[src/rtl/tx_frame_arbiter.sv]
// Round-robin arbiter that takes single-byte RF frames and two-byte ALU frames
// and writes them byte by byte into a FIFO write port. ALU frames are never split.
module tx_frame_arbiter #(
  parameter int DATA_WIDTH = 8
) (
  input  logic                      clk,
  input  logic                      rst_n,
  input  logic [DATA_WIDTH-1:0]     rf_data,
  input  logic                      rf_valid,
  output logic                      rf_ready,
  input  logic [2*DATA_WIDTH-1:0]   alu_data,
  input  logic                      alu_valid,
  output logic                      alu_ready,
  input  logic                      full,
  output logic [DATA_WIDTH-1:0]     WR_data,
  output logic                      winc,
  output logic                      busy
);

  typedef enum logic [1:0] {
    IDLE   = 2'd0,
    RF_WR  = 2'd1,
    ALU_LO = 2'd2,
    ALU_HI = 2'd3
  } state_t;

  localparam logic GRANT_RF  = 1'b0;
  localparam logic GRANT_ALU = 1'b1;

  state_t                    r_state;
  state_t                    w_next_state;
  logic                      r_last_grant;
  logic [DATA_WIDTH-1:0]     r_rf_hold;
  logic [2*DATA_WIDTH-1:0]   r_alu_hold;
  logic                      w_rf_acc;
  logic                      w_alu_acc;

  assign w_rf_acc  = rf_valid & rf_ready;
  assign w_alu_acc = alu_valid & alu_ready;
  assign busy      = (r_state != IDLE);

  // State register
  always_ff @(posedge clk or negedge rst_n) begin
    if (!rst_n) begin
      r_state <= IDLE;
    end else begin
      r_state <= w_next_state;
    end
  end

  // Capture accepted frames and remember who was served last
  always_ff @(posedge clk or negedge rst_n) begin
    if (!rst_n) begin
      r_rf_hold    <= '0;
      r_alu_hold   <= '0;
      r_last_grant <= GRANT_ALU;
    end else if (w_rf_acc) begin
      r_rf_hold    <= rf_data;
      r_last_grant <= GRANT_RF;
    end else if (w_alu_acc) begin
      r_alu_hold   <= alu_data;
      r_last_grant <= GRANT_ALU;
    end else begin
      r_last_grant <= r_last_grant;
    end
  end

  // Arbitration, write strobe, byte mux and next state
  always_comb begin
    w_next_state = r_state;
    rf_ready     = 1'b0;
    alu_ready    = 1'b0;
    winc         = 1'b0;
    WR_data      = '0;
    case (r_state)
      IDLE: begin
        // Readies are gated by rst_n so nothing looks accepted while in reset
        if (rst_n && rf_valid && (!alu_valid || (r_last_grant == GRANT_ALU))) begin
          rf_ready     = 1'b1;
          w_next_state = RF_WR;
        end else if (rst_n && alu_valid) begin
          alu_ready    = 1'b1;
          w_next_state = ALU_LO;
        end else begin
          w_next_state = IDLE;
        end
      end
      RF_WR: begin
        WR_data = r_rf_hold;
        winc    = ~full;
        if (!full) begin
          w_next_state = IDLE;
        end else begin
          w_next_state = RF_WR;
        end
      end
      ALU_LO: begin
        WR_data = r_alu_hold[DATA_WIDTH-1:0];
        winc    = ~full;
        if (!full) begin
          w_next_state = ALU_HI;
        end else begin
          w_next_state = ALU_LO;
        end
      end
      ALU_HI: begin
        WR_data = r_alu_hold[2*DATA_WIDTH-1:DATA_WIDTH];
        winc    = ~full;
        if (!full) begin
          w_next_state = IDLE;
        end else begin
          w_next_state = ALU_HI;
        end
      end
      default: begin
        w_next_state = IDLE;
      end
    endcase
  end

endmodule

[config.mk]
export PLATFORM = sky130hd
export DESIGN_NAME = tx_frame_arbiter
export DESIGN_NICKNAME = d
export VERILOG_FILES = /design/src/rtl/tx_frame_arbiter.sv
export SDC_FILE = /design/constraint.sdc
export NUM_CORES = 1
export LEC_CHECK = 0
export ABC_AREA = 1
export CORE_ASPECT_RATIO = 0.5
export CORE_UTILIZATION = 38
export CTS_CLUSTER_DIAMETER = 30
export DETAILED_ROUTE_END_ITERATION = 16
export GPL_TIMING_DRIVEN = 0
export PLACE_DENSITY = 0.67
export SLEW_MARGIN = 20
export SYNTH_ARGS = -nofsm -noshare
export SYNTH_HDL_FRONTEND = slang
export SYNTH_SLANG_ARGS = --single-unit
export TNS_END_PERCENT = 5
[constraint.sdc]
create_clock -name clk -period 4.1 [get_ports clk]
set_input_delay 1.23 -clock clk [delete_from_list [all_inputs] [get_ports clk]]
set_output_delay 1.23 -clock clk [all_outputs]
set_load 0.03 [all_outputs]
==> flow_summary_export.csv, run 1 <==
group,metric,value,unit
sta,final_max_slew_viol_count,0,
floorplan,dieArea,3590,µm²
worst_setup_path,path_max_fanout,10,
worst_setup_path,r2r_end,"r_rf_hold[6]$_DFFE_PN0N_",
sta,max_freq,251,MHz
clock_tree,root_buffer,"clkbuf_8",
clock_tree,ctsHoldBuffers,0,
synth,synth-seq-cells,27,
sta,finClkSkew,0.00450,ns
route,drc_errors,0,
route,drt-vias-per-instance,4.61,
placed_design,hpwl,2190,µm
power_and_ir_drop,total_power,1.15,mW
worst_setup_path,reg2reg_depth,6,
clock_tree,cts_max_path_buffers,2,
synth,syn-num-nets,191,
route,drtPass1Iterations,4,
clock_tree,clk_pin_slew,0.09,ns
power_and_ir_drop,peakVddDrop,284,µV
synth,ys_seq_area_frac,0.533,
flow_run,max-cap-violations,0,
synth,synthTopCellsByArea,"dfrtp_1 51%, nand2_1 26%, nand3_1 9.9%",
worst_setup_path,cp_data_arrival_time,2.75,ns
synth,synth_top_area_cell,"dfrtp_1",
placed_design,dpl_cell_area,1720,µm²
worst_setup_path,timing.rr.start,"r_last_grant$_DFFE_PN1P_",
global_route,grt_overflow_total,0,
worst_setup_path,r2r_slack,2.77,ns
cells_and_area,fin_cells,246,
worst_setup_path,end_kind,"output pin",
cells_and_area,drive_gt1_frac,0.0825,
global_route,grt_pass1_vias,1068,
placed_design,gp_congestion,0.753,
placed_design,numPlacedInstances,242,
cells_and_area,design_area,1760,µm²
synth,synth.cell_area,1270,µm²
outcome,outcome,"finished, final reports clean",
placed_design,portBuffers,40,
global_route,grtUsageTotal,0.175,
clock_tree,htree_levels,1,
worst_hold_path,min_from,"r_alu_hold[8]$_DFFE_PN0P_",
floorplan,io_pins,41,
power_and_ir_drop,leakagePower,0.912,nW
synth,yosysUniqueCellTypes,15,
worst_setup_path,setup.worst_path.class,"input port to output pin",
synth,yosys_warnings,0,
sta,period_needed,3.98,ns
route,avgRoutedWirePerCell,11.5,µm
global_route,grt_first_pass_wirelength,4880,µm
synth,synth_top_area_share,0.512,
route,first_iter_violations,45,
power_and_ir_drop,pwr_density_cell,651,nW/µm²
clock_tree,cts_sinks,27,
synth,synth_area_per_cell,7.84,µm²
worst_hold_path,worstHoldEndpoint,"r_alu_hold[8]$_DFFE_PN0P_",
sta,rsz0062_at_grt,"false",
clock_tree,worstSkewPairLatency,0.27,ns
synth,postSynthCellCount,162,
cells_and_area,layout_commonest_cell,"nand2_1",
cells_and_area,post-route-util,0.571,
sta,worst_slew_pin_slew,0.477,ns
floorplan,num_rows,14,
route,wl,2830,µm
sta,slew_headroom,0.681,
cells_and_area,area_growth,38.7,%
global_route,grt_max_degree,30,
clock_tree,cts_inserted_buffers,3,
route,postRouteAntennaNets,0,
placed_design,place_ws,-0.405,ns
clock_tree,cts_tree,"yes",
floorplan,die_x,83.8,µm
floorplan,start_util,0.412,
sta,min_period_over_period,0.971,
worst_hold_path,hold_depth,2,
floorplan,core_area,3080,µm²
cells_and_area,layout_common_cells,"88 x nand2_1, 37 x clkdlybuf4s50_1, 26 x dfrtp_1, 25 x nand3_1, 5 x inv_1",
cells_and_area,fin_nets,236,
cells_and_area,antenna_cells,0,
floorplan,fp.dieH,42.9,µm
sta,finalSetupViolCount,0,
worst_hold_path,hold_path_class,"flop to flop",
worst_setup_path,timing.critical_path.required,2.87,ns
global_route,antenna_found_initial,0,
sta,hold_viol,0,
worst_setup_path,worstSetupStartpointType,"input port",
sta,worst_slack,0.119,ns
route,vias,1133,
[flip-flops by register name (all words and copies together) (netlist names)]
| signal | cells |
|---|---|
| r_rf_hold | 8 |
| r_last_grant | 1 |
| r_state | 2 |
| r_alu_hold | 16 |
[cell type report]
class,instances,area [µm²]
clock buffer,3,41.3
multi-input combinational,125,543
fill,293,1320
tap,40,50.0
timing repair buffer,40,395
sequential,27,677
buffer,3,23.8
clock inverter,1,5.00
inverter,7,26.3
[power by group]
| part | internal [mW] | switching (mW) | total [mW] |
|---|---|---|---|
| logic | 0.210 | 0.323 | 0.533 |
| clock network | 0.0682 | 0.0834 | 0.152 |
| registers | 0.392 | 0.0705 | 0.462 |
[cells in the mapped netlist]
library cell  count
buf_2             1
buf_4             1
buf_6             1
dfrtp_1          26
dfstp_2           1
inv_1             5
inv_2             2
nand2_1          88
nand2_2           1
nand2_4           2
nand3_1          25
nor2_1            3
nor2_2            2
nor2_8            1
o21ai_0           3
[worst max-delay path by stage]
stage | end | start | slack [ns] | depth (start not counted)
after floorplan | alu_ready | rst_n | 0.92 | 5
after global placement | alu_ready | rst_n | -1.34 | 7
after detailed placement | alu_ready | rst_n | -0.41 | 7
after CTS | alu_ready | alu_valid | 0.11 | 7
after global routing | alu_ready | rst_n | 0.006 | 7
final | alu_ready | alu_valid | 0.12 | 7
[logic make-up after synthesis]
kind of cell	count (synthesis)	share of synthesized area
DFF	27	0.533
buffers and inverters	10	0.0394
AOI/OAI and AO/OA	3	0.0118
and+or+nand+nor	122	0.416
[timing repair]
action                                  in CTS  in global routing
endpoints found under the setup margin       2                  0
setup buffers                                0                  0
gates resized for setup                      3                  0
hold endpoints to repair                     0                  0
[critical path: stages]
cell	delay [ns]
clkdlybuf4s50_1	0.47
nand2_1	0.14
nor2_8	0.21
nand2_4	0.11
buf_6	0.16
inv_1	0.04
dlygate4sd2_1	0.39
[metal layers]
metal,vias up,wire length [µm],global-route usage
li1,599,-,-
met1,506,1460,0.259
met2,26,1240,0.268
met3,2,115,0.0311
met4,0,13,0.0407
met5,-,0,0
[stage by stage]
| step | hold slack [ns] | setup TNS, ns |
|---|---|---|
| final | 0.479 | 0 |
| after global routing | 0.503 | 0 |
| after CTS | 0.484 | 0 |
| after detailed placement | 0.461 | -0.763 |
| after global placement | 0.455 | -2.52 |
| after floorplan | 0.442 | 0 |
Power figures use the tool's default switching activity.
==> inputs of run 2 (changes only) <==
--- a/config.mk
+++ b/config.mk
@@ -6,7 +6,6 @@
 export NUM_CORES = 1
 export LEC_CHECK = 0
 export ABC_AREA = 1
-export CORE_ASPECT_RATIO = 0.5
 export CORE_UTILIZATION = 38
 export CTS_CLUSTER_DIAMETER = 30
 export DETAILED_ROUTE_END_ITERATION = 16
==> constraint.sdc (replaced) <==
create_clock -name clk -period 3.8 [get_ports clk]
set_input_delay 1.14 -clock clk [delete_from_list [all_inputs] [get_ports clk]]
set_output_delay 1.14 -clock clk [all_outputs]
set_load 0.03 [all_outputs]
==> flow_summary_export.csv, run 2 (synthesis gave the netlist of run 1 again) <==
group,metric,value,unit
outcome,outcome,"finished, final reports clean",
route,drtPass1Iterations,6,
clock_tree,cts_max_path_buffers,2,
worst_hold_path,hold_path_class,"flop to flop",
placed_design,portBuffers,40,
cells_and_area,fin_cells,250,
flow_run,max-cap-violations,0,
worst_setup_path,setup.worst_path.class,"input port to output pin",
power_and_ir_drop,pwr-share-clk,0.102,
placed_design,numPlacedInstances,246,
floorplan,die_x,59.8,µm
global_route,grt_first_pass_wirelength,4950,µm
sta,rsz0062_at_grt,"false",
power_and_ir_drop,switching_share,0.428,
sta,hold_viol,0,
route,wl,2960,µm
sta,hold_slack,0.491,ns
floorplan,num_rows,20,
global_route,grt_overflow_total,0,
placed_design,place_ws,-0.506,ns
route,drt-vias-per-instance,4.68,
clock_tree,cts_tree,"yes",
clock_tree,root_buffer,"clkbuf_4",
route,first_iter_violations,62,
cells_and_area,top_register,"r_alu_hold",
worst_setup_path,path_max_fanout,9,
clock_tree,postCtsSetupRepairBufs,0,
clock_tree,cts_sinks,27,
cells_and_area,post-route-util,0.564,
cells_and_area,antenna_cells,0,
worst_setup_path,path_cells,"clkdlybuf4s50_1 > nand2_1 > inv_1 > nand2_2 > nor2_4 > dlygate4sd2_1",
worst_setup_path,crit_slowest_cell,"clkdlybuf4s50_1",
global_route,grt_max_degree,30,
clock_tree,htree_levels,1,
sta,max_freq,271,MHz
cells_and_area,layout_commonest_cell,"nand2_1",
sta,worst_slew_pin_slew,0.482,ns
clock_tree,ctsHoldBuffers,0,
worst_setup_path,timing.critical_path.required,2.66,ns
floorplan,io_pins,41,
power_and_ir_drop,pwr_density_cell,687,nW/µm²
power_and_ir_drop,leakagePower,0.901,nW
clock_tree,cts_inserted_buffers,3,
sta,finClkSkew,0.00766,ns
cells_and_area,area_growth,37.7,%
power_and_ir_drop,pwr-share-comb,0.482,
clock_tree,clk_pin_slew,0.15,ns
power_and_ir_drop,power_switching,0.514,mW
cells_and_area,top_regs,"r_alu_hold: 16 flops, r_rf_hold: 8 flops, r_state: 2 flops",
power_and_ir_drop,seqPwrFrac,0.416,
worst_hold_path,hold_depth,2,
sta,final_max_slew_viol_count,0,
floorplan,start_util,0.409,
worst_setup_path,worstSetupStartpointType,"input port",
clock_tree,worstSkewPairLatency,0.32,ns
worst_setup_path,end_kind,"output pin",
sta,worst_slack,0.110,ns
power_and_ir_drop,peakVddDrop,357,µV
cells_and_area,drive_gt1_frac,0.0874,
worst_setup_path,cp_data_arrival_time,2.55,ns
route,avgRoutedWirePerCell,11.9,µm
placed_design,hpwl,2260,µm
route,drc_errors,0,
floorplan,core_area,3100,µm²
cells_and_area,nFillCells,340,
global_route,grt_pass1_vias,1158,
clock_tree,cts_resized,5,
cells_and_area,layout_common_cells,"88 x nand2_1, 37 x clkdlybuf4s50_1, 26 x dfrtp_1, 25 x nand3_1, 5 x inv_1",
sta,min_period_over_period,0.971,
cells_and_area,fin_nets,236,
worst_setup_path,critPathMaxStageDelay,0.46,ns
sta,period_needed,3.69,ns
global_route,antenna_found_initial,0,
power_and_ir_drop,power.internal,0.688,mW
route,postRouteAntennaNets,0,
global_route,grtUsageTotal,0.185,
floorplan,fp.dieH,59.8,µm
cells_and_area,largest_reg_flops,16,
sta,finalSetupViolCount,0,
worst_setup_path,reg2reg_depth,7,
route,vias,1170,
placed_design,gp_congestion,0.804,
floorplan,dieArea,3580,µm²
sta,slew_headroom,0.677,
-- run 2: path summary, 6_finish.rpt --
check / to / from / slack [ns]
min in group asynchronous: r_rf_hold[1]$_DFFE_PN0N_ / rst_n / 0.71
max in group asynchronous: r_last_grant$_DFFE_PN1P_ / rst_n / 2.79
worst min-delay path: r_alu_hold[15]$_DFFE_PN0P_ / r_alu_hold[15]$_DFFE_PN0P_ / 0.49
worst min register to register: r_alu_hold[15]$_DFFE_PN0P_ / r_alu_hold[15]$_DFFE_PN0P_ / 0.49
worst max-delay path: rf_ready / rf_valid / 0.11
worst max register to register: r_alu_hold[11]$_DFFE_PN0P_ / r_last_grant$_DFFE_PN1P_ / 2.49
-- run 2: metal layers --
layer | routed length [µm] | up-vias | GRT usage | share of wire
li1 | - | 597 | - | -
met3 | 188 | 0 | 0.0411 | 0.063
met5 | 0 | - | 0 | 0
met1 | 1400 | 527 | 0.241 | 0.47
met2 | 1370 | 46 | 0.319 | 0.46
met4 | 0 | 0 | 0.0299 | 0
-- run 2: critical path, delay by kind of cell --
family                 cells  cell delay [ns]
and+or+nand+nor            3             0.44
buffers and inverters      3             0.98
-- run 2: cell type report --
type | count | area [µm²] | share of cell area
Sequential cell | 27 | 677 | 0.387
Buffer | 3 | 23.8 | 0.0136
Clock inverter | 1 | 5.00 | 0.00286
Timing Repair Buffer | 40 | 392 | 0.224
Clock buffer | 3 | 22.5 | 0.0129
Multi-Input combinational cell | 125 | 548 | 0.313
Tap cell | 44 | 55.1 | 0.0315
Inverter | 7 | 26.3 | 0.0150
-- run 2: power groups by stage --
stage                     Sequential [mW]  Combinational (mW)  Clock [mW]
after floorplan                     0.484               0.375           0
after global routing                0.515               0.649       0.141
final                               0.500               0.580       0.123
after detailed placement            0.504               0.584           0
after global placement              0.501               0.572           0
after CTS                           0.499               0.589       0.132
-- run 2: per-stage QoR --
stage | setup TNS, ns | cell area [µm²] | power, mW
floorplan | 0 | 1270 | 0.859
global placement | -2.71 | 1730 | 1.07
detailed placement | -0.962 | 1720 | 1.09
CTS | 0 | 1750 | 1.22
global route | 0 | 1750 | 1.30
finish | 0 | 1750 | 1.20
==> edit, RTL diff (settings of run 2) <==
The parameter `DATA_WIDTH` goes from 8 to 10.
--- a/src/rtl/tx_frame_arbiter.sv
+++ b/src/rtl/tx_frame_arbiter.sv
@@ -2,5 +2,5 @@
 // and writes them byte by byte into a FIFO write port. ALU frames are never split.
 module tx_frame_arbiter #(
-  parameter int DATA_WIDTH = 8
+  parameter int DATA_WIDTH = 10
 ) (
   input  logic                      clk,
Ports: changed (resized WR_data, alu_data and rf_data); port bits go from 41 to 49. No check against the original RTL was run, so the function may have changed too.
==> edit against run 2 <==
- global-route usage up 0.16 points
- synthesized cell count up 23%
- setup slack worse by 0.016 ns
- power up 38%
- final area up 28%
- sequential cell count up 6
- wire length up 21%
- area after synthesis up 23%
- largest cell class unchanged
- largest power group unchanged
==> edit: results <==
group,metric,value,unit
layout,multi_input_area_share,28.5,%
layout,clock_cell_area_share,5.21,%
layout,regArea,827,um2
pwr,pg_comb,0.705,mW
layout,reg_top3,"r_alu_hold (20), r_rf_hold (10), r_state (2)",
synthesis,synth-seq-cells,33,
pwr,peakVddDrop,0.000403,V
worst_setup_path,path_max_fanout,10,
routing,top_layer,"met4",
synthesis,syn-num-nets,235,
placed_design,pre_cts_ws,-0.189,ns
routing,drt-met1-wl,1.75,mm
worst_setup_path,r2r-end,"r_rf_hold[5]",
placed_design,dp_hpwl,2.70,mm
placed_design,io_buffers,48,
synthesis,synth_area_per_cell,7.80,um2
layout,seq_share,37.0,%
layout,instances_no_fill,305,
global_route,grt_pass1_vias,1288,
layout,nClkBuffers,7,
clock_network,cts.clk_slew.worst_paths,0.07,ns
clock_network,h-tree-depth,2,
worst_setup_path,endpoint,"alu_ready",
placed_design,dp.cells,297,
pwr,power.switching,0.638,mW
routing,vias,1414,
sta,skew,0.00495,ns
floorplan,die_w,66.1,um
pwr,p_seq_share,37.0,%
run_status,outcome,"finished, final reports clean",
clock_network,clk_latency,0.28,ns
synthesis,synth.cells.most_frequent,"nand2_1, dfrtp_1, nand3_1",
worst_setup_path,critical_path.startpoint,"alu_valid",
sta,maxSlewHeadroom,76.3,%
global_route,grt_use_met1,25.8,%
clock_network,cts_root_buf,"clkbuf_8",
pwr,cellInternalPower,1.02,mW
placed_design,dpl_cell_area,2120,um2
layout,layout.nonclk_buf_share,25.4,%
synthesis,synth_compound_area_share,0.962,%
global_route,grt_max_degree,23,
routing,wl_per_cell,11.7,um
placed_design,gp_congestion,0.778,
routing,wl_met2,1.62,mm
global_route,grtUsageMet2,28.3,%
routing,drt_pre_antenna_iters,4,
clock_network,cts_buffers,5,
routing,drt_iter0_drc,83,
pwr,leakage,1.13,nW
worst_setup_path,crit_arrival,2.57,ns
[edit: cell types whose count changed after synthesis, sizes merged]
cell,run 2,this run
buf,3,9
inv,7,6
dfrtp,26,32
nand2,91,111
nand3,25,31
clkinv,0,1
[edit: worst min path at each step]
stage               slack (ns)  cells after the start           start        endpoint
finish                    0.48                      2  r_alu_hold[15]  r_alu_hold[15]
global route              0.50                      2  r_alu_hold[18]  r_alu_hold[18]
CTS                       0.48                      2  r_alu_hold[15]  r_alu_hold[15]
detailed placement        0.46                      2  r_alu_hold[16]  r_alu_hold[16]
global placement          0.45                      2  r_alu_hold[18]  r_alu_hold[18]
floorplan                 0.44                      2   r_alu_hold[0]   r_alu_hold[0]
[edit: worst reg2reg max path: cells and delay by family, from the launching register on]
| kind | cells | cell delay, ns |
|---|---|---|
| buffers and inverters | 2 | 0.23 |
| flip-flops | 1 | 0.52 |
| AND/OR/NAND/NOR | 5 | 0.48 |
